**src/rtl/search_sched.sv**
```systemverilog
// rtl/search_sched.sv - round-robin job scheduler in front of a single pattern-search engine
module search_sched #(
    parameter logic [19:0] TIMEOUT   = 20'd1000000,
    parameter logic [14:0] NOT_FOUND = 15'h00FF
) (
    input  logic        CLK100MHZ,
    input  logic        CPU_RESETN,
    input  logic [1:0]  req,
    input  logic [15:0] p_in,
    input  logic [15:0] pl_in,
    input  logic [15:0] b_in,
    input  logic [29:0] bl_in,
    output logic [1:0]  ack,
    output logic [1:0]  rsp_valid,
    input  logic [1:0]  rsp_ready,
    output logic [14:0] rsp_found,
    output logic        rsp_hit,
    output logic        rsp_timeout,
    output logic        busy,
    output logic [7:0]  eng_p,
    output logic [7:0]  eng_pl,
    output logic [7:0]  eng_b,
    output logic [14:0] eng_bl,
    output logic        eng_activate,
    output logic        eng_reset,
    input  logic        eng_done,
    input  logic [14:0] eng_found
);

    typedef enum logic [1:0] {IDLE, LOAD, RUN, RESP} state_t;

    state_t      state_q, state_d;
    logic        owner_q, owner_d;
    logic        last_q, last_d;
    logic [7:0]  p_q, p_d, pl_q, pl_d, b_q, b_d;
    logic [14:0] bl_q, bl_d;
    logic [19:0] timer_q, timer_d;
    logic [14:0] found_q, found_d;
    logic        hit_q, hit_d;
    logic        tmo_q, tmo_d;
    logic [1:0]  valid_q, valid_d;

    logic        gnt;
    logic [7:0]  sel_p, sel_pl, sel_b;
    logic [14:0] sel_bl;
    logic        degen;

    // A tie goes to whichever requester was not granted last.
    always_comb begin
        gnt    = (req == 2'b11) ? ~last_q : req[1];
        sel_p  = gnt ? p_in[15:8]   : p_in[7:0];
        sel_pl = gnt ? pl_in[15:8]  : pl_in[7:0];
        sel_b  = gnt ? b_in[15:8]   : b_in[7:0];
        sel_bl = gnt ? bl_in[29:15] : bl_in[14:0];
        degen  = (sel_pl == 8'd0) || (sel_bl == 15'd0) || ({7'd0, sel_pl} > sel_bl);
    end

    always_comb begin
        state_d = state_q;
        owner_d = owner_q;
        last_d  = last_q;
        p_d     = p_q;
        pl_d    = pl_q;
        b_d     = b_q;
        bl_d    = bl_q;
        timer_d = timer_q;
        found_d = found_q;
        hit_d   = hit_q;
        tmo_d   = tmo_q;
        valid_d = valid_q;
        case (state_q)
            IDLE: begin
                if (|req) begin
                    owner_d = gnt;
                    last_d  = gnt;
                    p_d     = sel_p;
                    pl_d    = sel_pl;
                    b_d     = sel_b;
                    bl_d    = sel_bl;
                    if (degen) begin
                        found_d = NOT_FOUND;
                        hit_d   = 1'b0;
                        tmo_d   = 1'b0;
                        valid_d = {gnt, ~gnt};
                        state_d = RESP;
                    end else begin
                        state_d = LOAD;
                    end
                end
            end
            LOAD: begin
                timer_d = 20'd0;
                state_d = RUN;
            end
            RUN: begin
                // A done seen on the final timer cycle still counts as a completion.
                if (eng_done) begin
                    found_d = eng_found;
                    hit_d   = (eng_found != NOT_FOUND);
                    tmo_d   = 1'b0;
                    valid_d = {owner_q, ~owner_q};
                    state_d = RESP;
                end else if (timer_q == TIMEOUT - 20'd1) begin
                    found_d = NOT_FOUND;
                    hit_d   = 1'b0;
                    tmo_d   = 1'b1;
                    valid_d = {owner_q, ~owner_q};
                    state_d = RESP;
                end else begin
                    timer_d = timer_q + 20'd1;
                end
            end
            RESP: begin
                if (rsp_ready[owner_q]) begin
                    valid_d = 2'b00;
                    state_d = IDLE;
                end
            end
            default: state_d = IDLE;
        endcase
    end

    always_ff @(posedge CLK100MHZ or negedge CPU_RESETN) begin
        if (!CPU_RESETN) begin
            state_q <= IDLE;
            owner_q <= 1'b0;
            last_q  <= 1'b1;
            p_q     <= 8'd0;
            pl_q    <= 8'd0;
            b_q     <= 8'd0;
            bl_q    <= 15'd0;
            timer_q <= 20'd0;
            found_q <= NOT_FOUND;
            hit_q   <= 1'b0;
            tmo_q   <= 1'b0;
            valid_q <= 2'b00;
        end else begin
            state_q <= state_d;
            owner_q <= owner_d;
            last_q  <= last_d;
            p_q     <= p_d;
            pl_q    <= pl_d;
            b_q     <= b_d;
            bl_q    <= bl_d;
            timer_q <= timer_d;
            found_q <= found_d;
            hit_q   <= hit_d;
            tmo_q   <= tmo_d;
            valid_q <= valid_d;
        end
    end

    // The accept pulse marks the IDLE cycle itself so the requester can drop req after the edge.
    assign ack          = (state_q == IDLE && CPU_RESETN && |req) ? {gnt, ~gnt} : 2'b00;
    assign busy         = (state_q != IDLE);
    assign eng_activate = (state_q == RUN);
    assign eng_reset    = (state_q != RUN);
    assign eng_p        = p_q;
    assign eng_pl       = pl_q;
    assign eng_b        = b_q;
    assign eng_bl       = bl_q;
    assign rsp_valid    = valid_q;
    assign rsp_found    = found_q;
    assign rsp_hit      = hit_q;
    assign rsp_timeout  = tmo_q;

endmodule

```
**config.mk**
```make
export PLATFORM = sky130hd
export DESIGN_NAME = search_sched
export DESIGN_NICKNAME = d
export VERILOG_FILES = /design/src/rtl/search_sched.sv
export SDC_FILE = /design/constraint.sdc
export NUM_CORES = 1
export LEC_CHECK = 0
export ABC_CLOCK_PERIOD_IN_PS = 6500
export BUFFER_PORTS_ARGS = -buffer_cell sky130_fd_sc_hd__clkbuf_2
export CAP_MARGIN = 40
export CORE_MARGIN = 2
export CORE_UTILIZATION = 55
export CTS_BUF_LIST = sky130_fd_sc_hd__clkbuf_4
export DETAILED_ROUTE_END_ITERATION = 12
export GPL_ROUTABILITY_DRIVEN = 0
export PLACE_DENSITY = 0.89
export SYNTH_ARGS = -nofsm -noshare
export SYNTH_HDL_FRONTEND = slang
export SYNTH_SLANG_ARGS = --single-unit
```
**constraint.sdc**
```tcl
create_clock -name CLK100MHZ -period 6.5 [get_ports CLK100MHZ]
set_input_delay 0 -clock CLK100MHZ [delete_from_list [all_inputs] [get_ports CLK100MHZ]]
set_output_delay 0 -clock CLK100MHZ [all_outputs]
set_load 0.05 [all_outputs]
```
==> summary.md <==
| Metric | Value |
|---|---|
| Synthesized area | `4340 um2` |
| Crit Path Class | `flip-flop to flip-flop` |
| LEAKAGE | `0.00302 uW` |
| CP Cell Sequence | `a21boi_4 -> buf_4 -> mux2i_1 -> ha_1 -> a21oi_1 -> a21boi_0 -> a2111o_1 -> o211ai_2 -> and2_1 -> o32a_1` |
| Pin count of the biggest net entering global routing | `70` |
| Worst path depth | `10` |
| Ys flop type | `dfrtp_1` |
| Compound-gate portion of the synthesized area | `0.145` |
| Mux cell area share after synthesis | `0.106` |
| Cell Area, Placed | `5300 um2` |
| # nets final | `815` |
| Syn Inst Count | `444` |
| Distinct cell type count after synthesis | `45` |
| Slowest cell delay on critical path | `0.57 ns` |
| Final instance area | `6420 um2` |
| Endpoint class of the critical path | `flip-flop` |
| Pwr Total | `2750 uW` |
| Async SR Flop Fraction | `1.00` |
| Worst r2r src | `last_q$_DFFE_PN1P_` |
| Clk_skew | `0.0293 ns` |
| Root Buffer | `clkbuf_4` |
| Max rail drop VDD | `around 0.00043 V` |
| Worst path required time | `6.88 ns` |
| Post-synthesis simple-gate area fraction | `0.172` |
| DPL Wire Length | `8.92 mm` |
| Row cnt | `32` |
| P per Cell Area | `428 nW/um2` |
| Seq/Total Area, Yosys | `0.475` |
| Max_slew headroom | `0.450` |
| Crit. Startpoint | `last_q$_DFFE_PN1P_` |
| First-pass GRT wire length | `27.9 mm` |
| DIE WIDTH | `92.9 um` |
| I/O pins | `between 150 and 200` |
| Synth Area per Inst | `9.78 um2` |
| Number of remaining DRC errors | `0` |
| Reg2reg path depth | `10` |
| Slowest CP cell | `buf_4` |
| Setup TNS | `0 ns` |
| CP arrival | `about 3.9 ns` |
| Fill count | `between 300 and 400` |
| Max-cap violations | `0` |
| Syn. warnings | `0` |
| Status | `completed` |
| #FFs+latches synth | `82` |
| Fin crit period | `3.48 ns` |
| Register-to-register setup slack | `3.02 ns` |
| Drt initial violations | `651` |
| Top-count cell post-synth | `dfrtp_1` |
| Total wire length | `17.6 mm` |
| Ant diodes | `0` |
| WP buf/inv | `1` |
| Largest delay share family, worst path | `compound AO/OA/AOI/OAI gates` |
| 1st-pass router iterations | `6` |
| Clock Sinks | `82` |
| Fin cells | `810` |
| GRT Total Usage | `0.426` |
| Wire per inst | `21.7 um` |
| Die Ht | `92.9 um` |
| Layout area overhead | `47.8%` |
| Unrepaired setup endpoints after global routing | `false` |
| Crit path launch type | `flip-flop` |
| Most frequent cells after synthesis | `dfrtp_1, nand2_1, mux2i_1, o21ai_0, nor2_1` |
| Clock Latency Late Sink | `0.46 ns` |
| Post-synth EDFFs | `0` |
| Fin. Hold Viols | `0` |
| Adder-Cell Fraction of Synth Area | `0.0346` |
| F_max | `287 MHz` |
| Synth area leader | `dfrtp_1` |
| Detail Route Antenna Nets | `0` |
| Layout cells sized above 1 | `0.287` |
| Routed via count | `5158` |
| H-Tree Depth | `3` |
| CP Max Fanout | `47` |
| Vias per cell | `6.37` |
| CTS tree | `done` |
| Combinational family with the most area after synthesis | `simple AND/OR/NAND/NOR gates` |
| Initial antenna violation count | `1` |
| Die area | `8630 um2` |
| Placeable Area | `about 7700 um2` |
| Total instance count after detailed placement | `around 700` |
| Tcrit/Tclk final | `0.535` |
| Worst hold path type | `input pin to async pin` |
| Final Slew Violations | `0` |
| Endpoints failing setup | `0` |
| Buffer levels on the longest clock path | `2` |
| Synth top area cells | `dfrtp_1, mux2i_1, nand2_1, dfstp_2, o21ai_0` |
| Starting Density | `0.565` |
| Vias in the first global route | `5337` |
| Synth top area share | `0.421` |
| Clock slew at reported path FFs | `around 0.15 ns` |
| Slew @ Worst Pin | `0.825 ns` |
| GR Overflow Total | `0` |
| CTS buffer count | `9` |
| Port bufs | `162` |
| Xor and xnor area share after synthesis | `0.0343` |
| Post-Syn Nets | `about 560` |
logic make-up after synthesis:
logic type                 count (synthesis)
muxes                                     45
AOI/OAI and AO/OA                         92
DFF                                       82
buffers and inverters                     37
xor gates and xnor gates                  17
adders and majority gates                 12
and+or+nand+nor                          159
where the power goes:
part,internal (uW),switching (uW),leakage (uW)
sequential,691,133,0.00104
clock,123,206,0.0000748
combinational,428,1170,0.00191
layer usage:
layer,vias to the layer above,track usage,share of wire
met5,-,0,0.00063
met4,2,0.343,0.092
li1,2124,-,-
met3,185,0.118,0.095
met1,2375,0.446,0.32
met2,472,0.713,0.49
worst register-to-register path, stage by stage (launching register included):
cell and delay (ns):
dfstp_2 0.43, a21boi_4 0.14, buf_4 0.57, mux2i_1 0.39, ha_1 0.33, a21oi_1 0.16, a21boi_0 0.09, a2111o_1 0.40
o211ai_2 0.26, and2_1 0.40, o32a_1 0.24
layout make-up:
type	count	area (um2)	area share
Multi-Input combinational cell	325	2150	0.336
Clock buffer	10	75.1	0.0117
Timing Repair Buffer	266	1860	0.290
Tap cell	102	128	0.0199
Inverter	19	71.3	0.0111
Sequential cell	82	2060	0.321
Clock inverter	6	63.8	0.00994
layout by cell type (no fill, tap or decap), types with 17 or more instances in the layout:
master / instances
clkbuf_2: 161
mux2i_1: 36
o21ai_0: 36
nand3_1: 17
dfrtp_1: 73
nor2_1: 27
xnor2_1: 17
inv_1: 19
dlygate4sd3_1: 98
nand2_1: 68
flip-flops by register name (all words and copies together), names as in the netlist:
name and count:
owner_q 1, rsp_valid 2, eng_pl 8, rsp_timeout 1, last_q 1, rsp_hit 1, timer_q 20, rsp_found 15
eng_b 8, eng_bl 15, state_q 2, eng_p 8
through the flow:
step	util	hold WS (ns)	setup WS [ns]
after floorplan	-	-0.296	3.46
after global placement	0.683	-0.158	3.38
after detailed placement	0.689	-0.155	3.18
after CTS	0.835	0.0214	3.17
after global routing	0.835	0.0253	2.85
final	0.835	0.0236	3.02
path summary, 6_finish.rpt:
kind	endpoint
max	rsp_found[3]$_DFFE_PN1P_
min	timer_q[8]$_DFFE_PN0P_
max reg2reg	rsp_found[3]$_DFFE_PN1P_
min reg2reg	eng_b[3]$_DFFE_PN0P_
max in group asynchronous	eng_b[7]$_DFFE_PN0P_
min in group CLK100MHZ	eng_bl[0]$_DFFE_PN0P_
repair_timing:
item                      in CTS  in global routing
gates resized for setup        0                  0
hold buffers                  98                  0
buffers inserted               0                  0
hold endpoints to repair     130                  0
No activity file was read; power rests on OpenSTA's default activity.
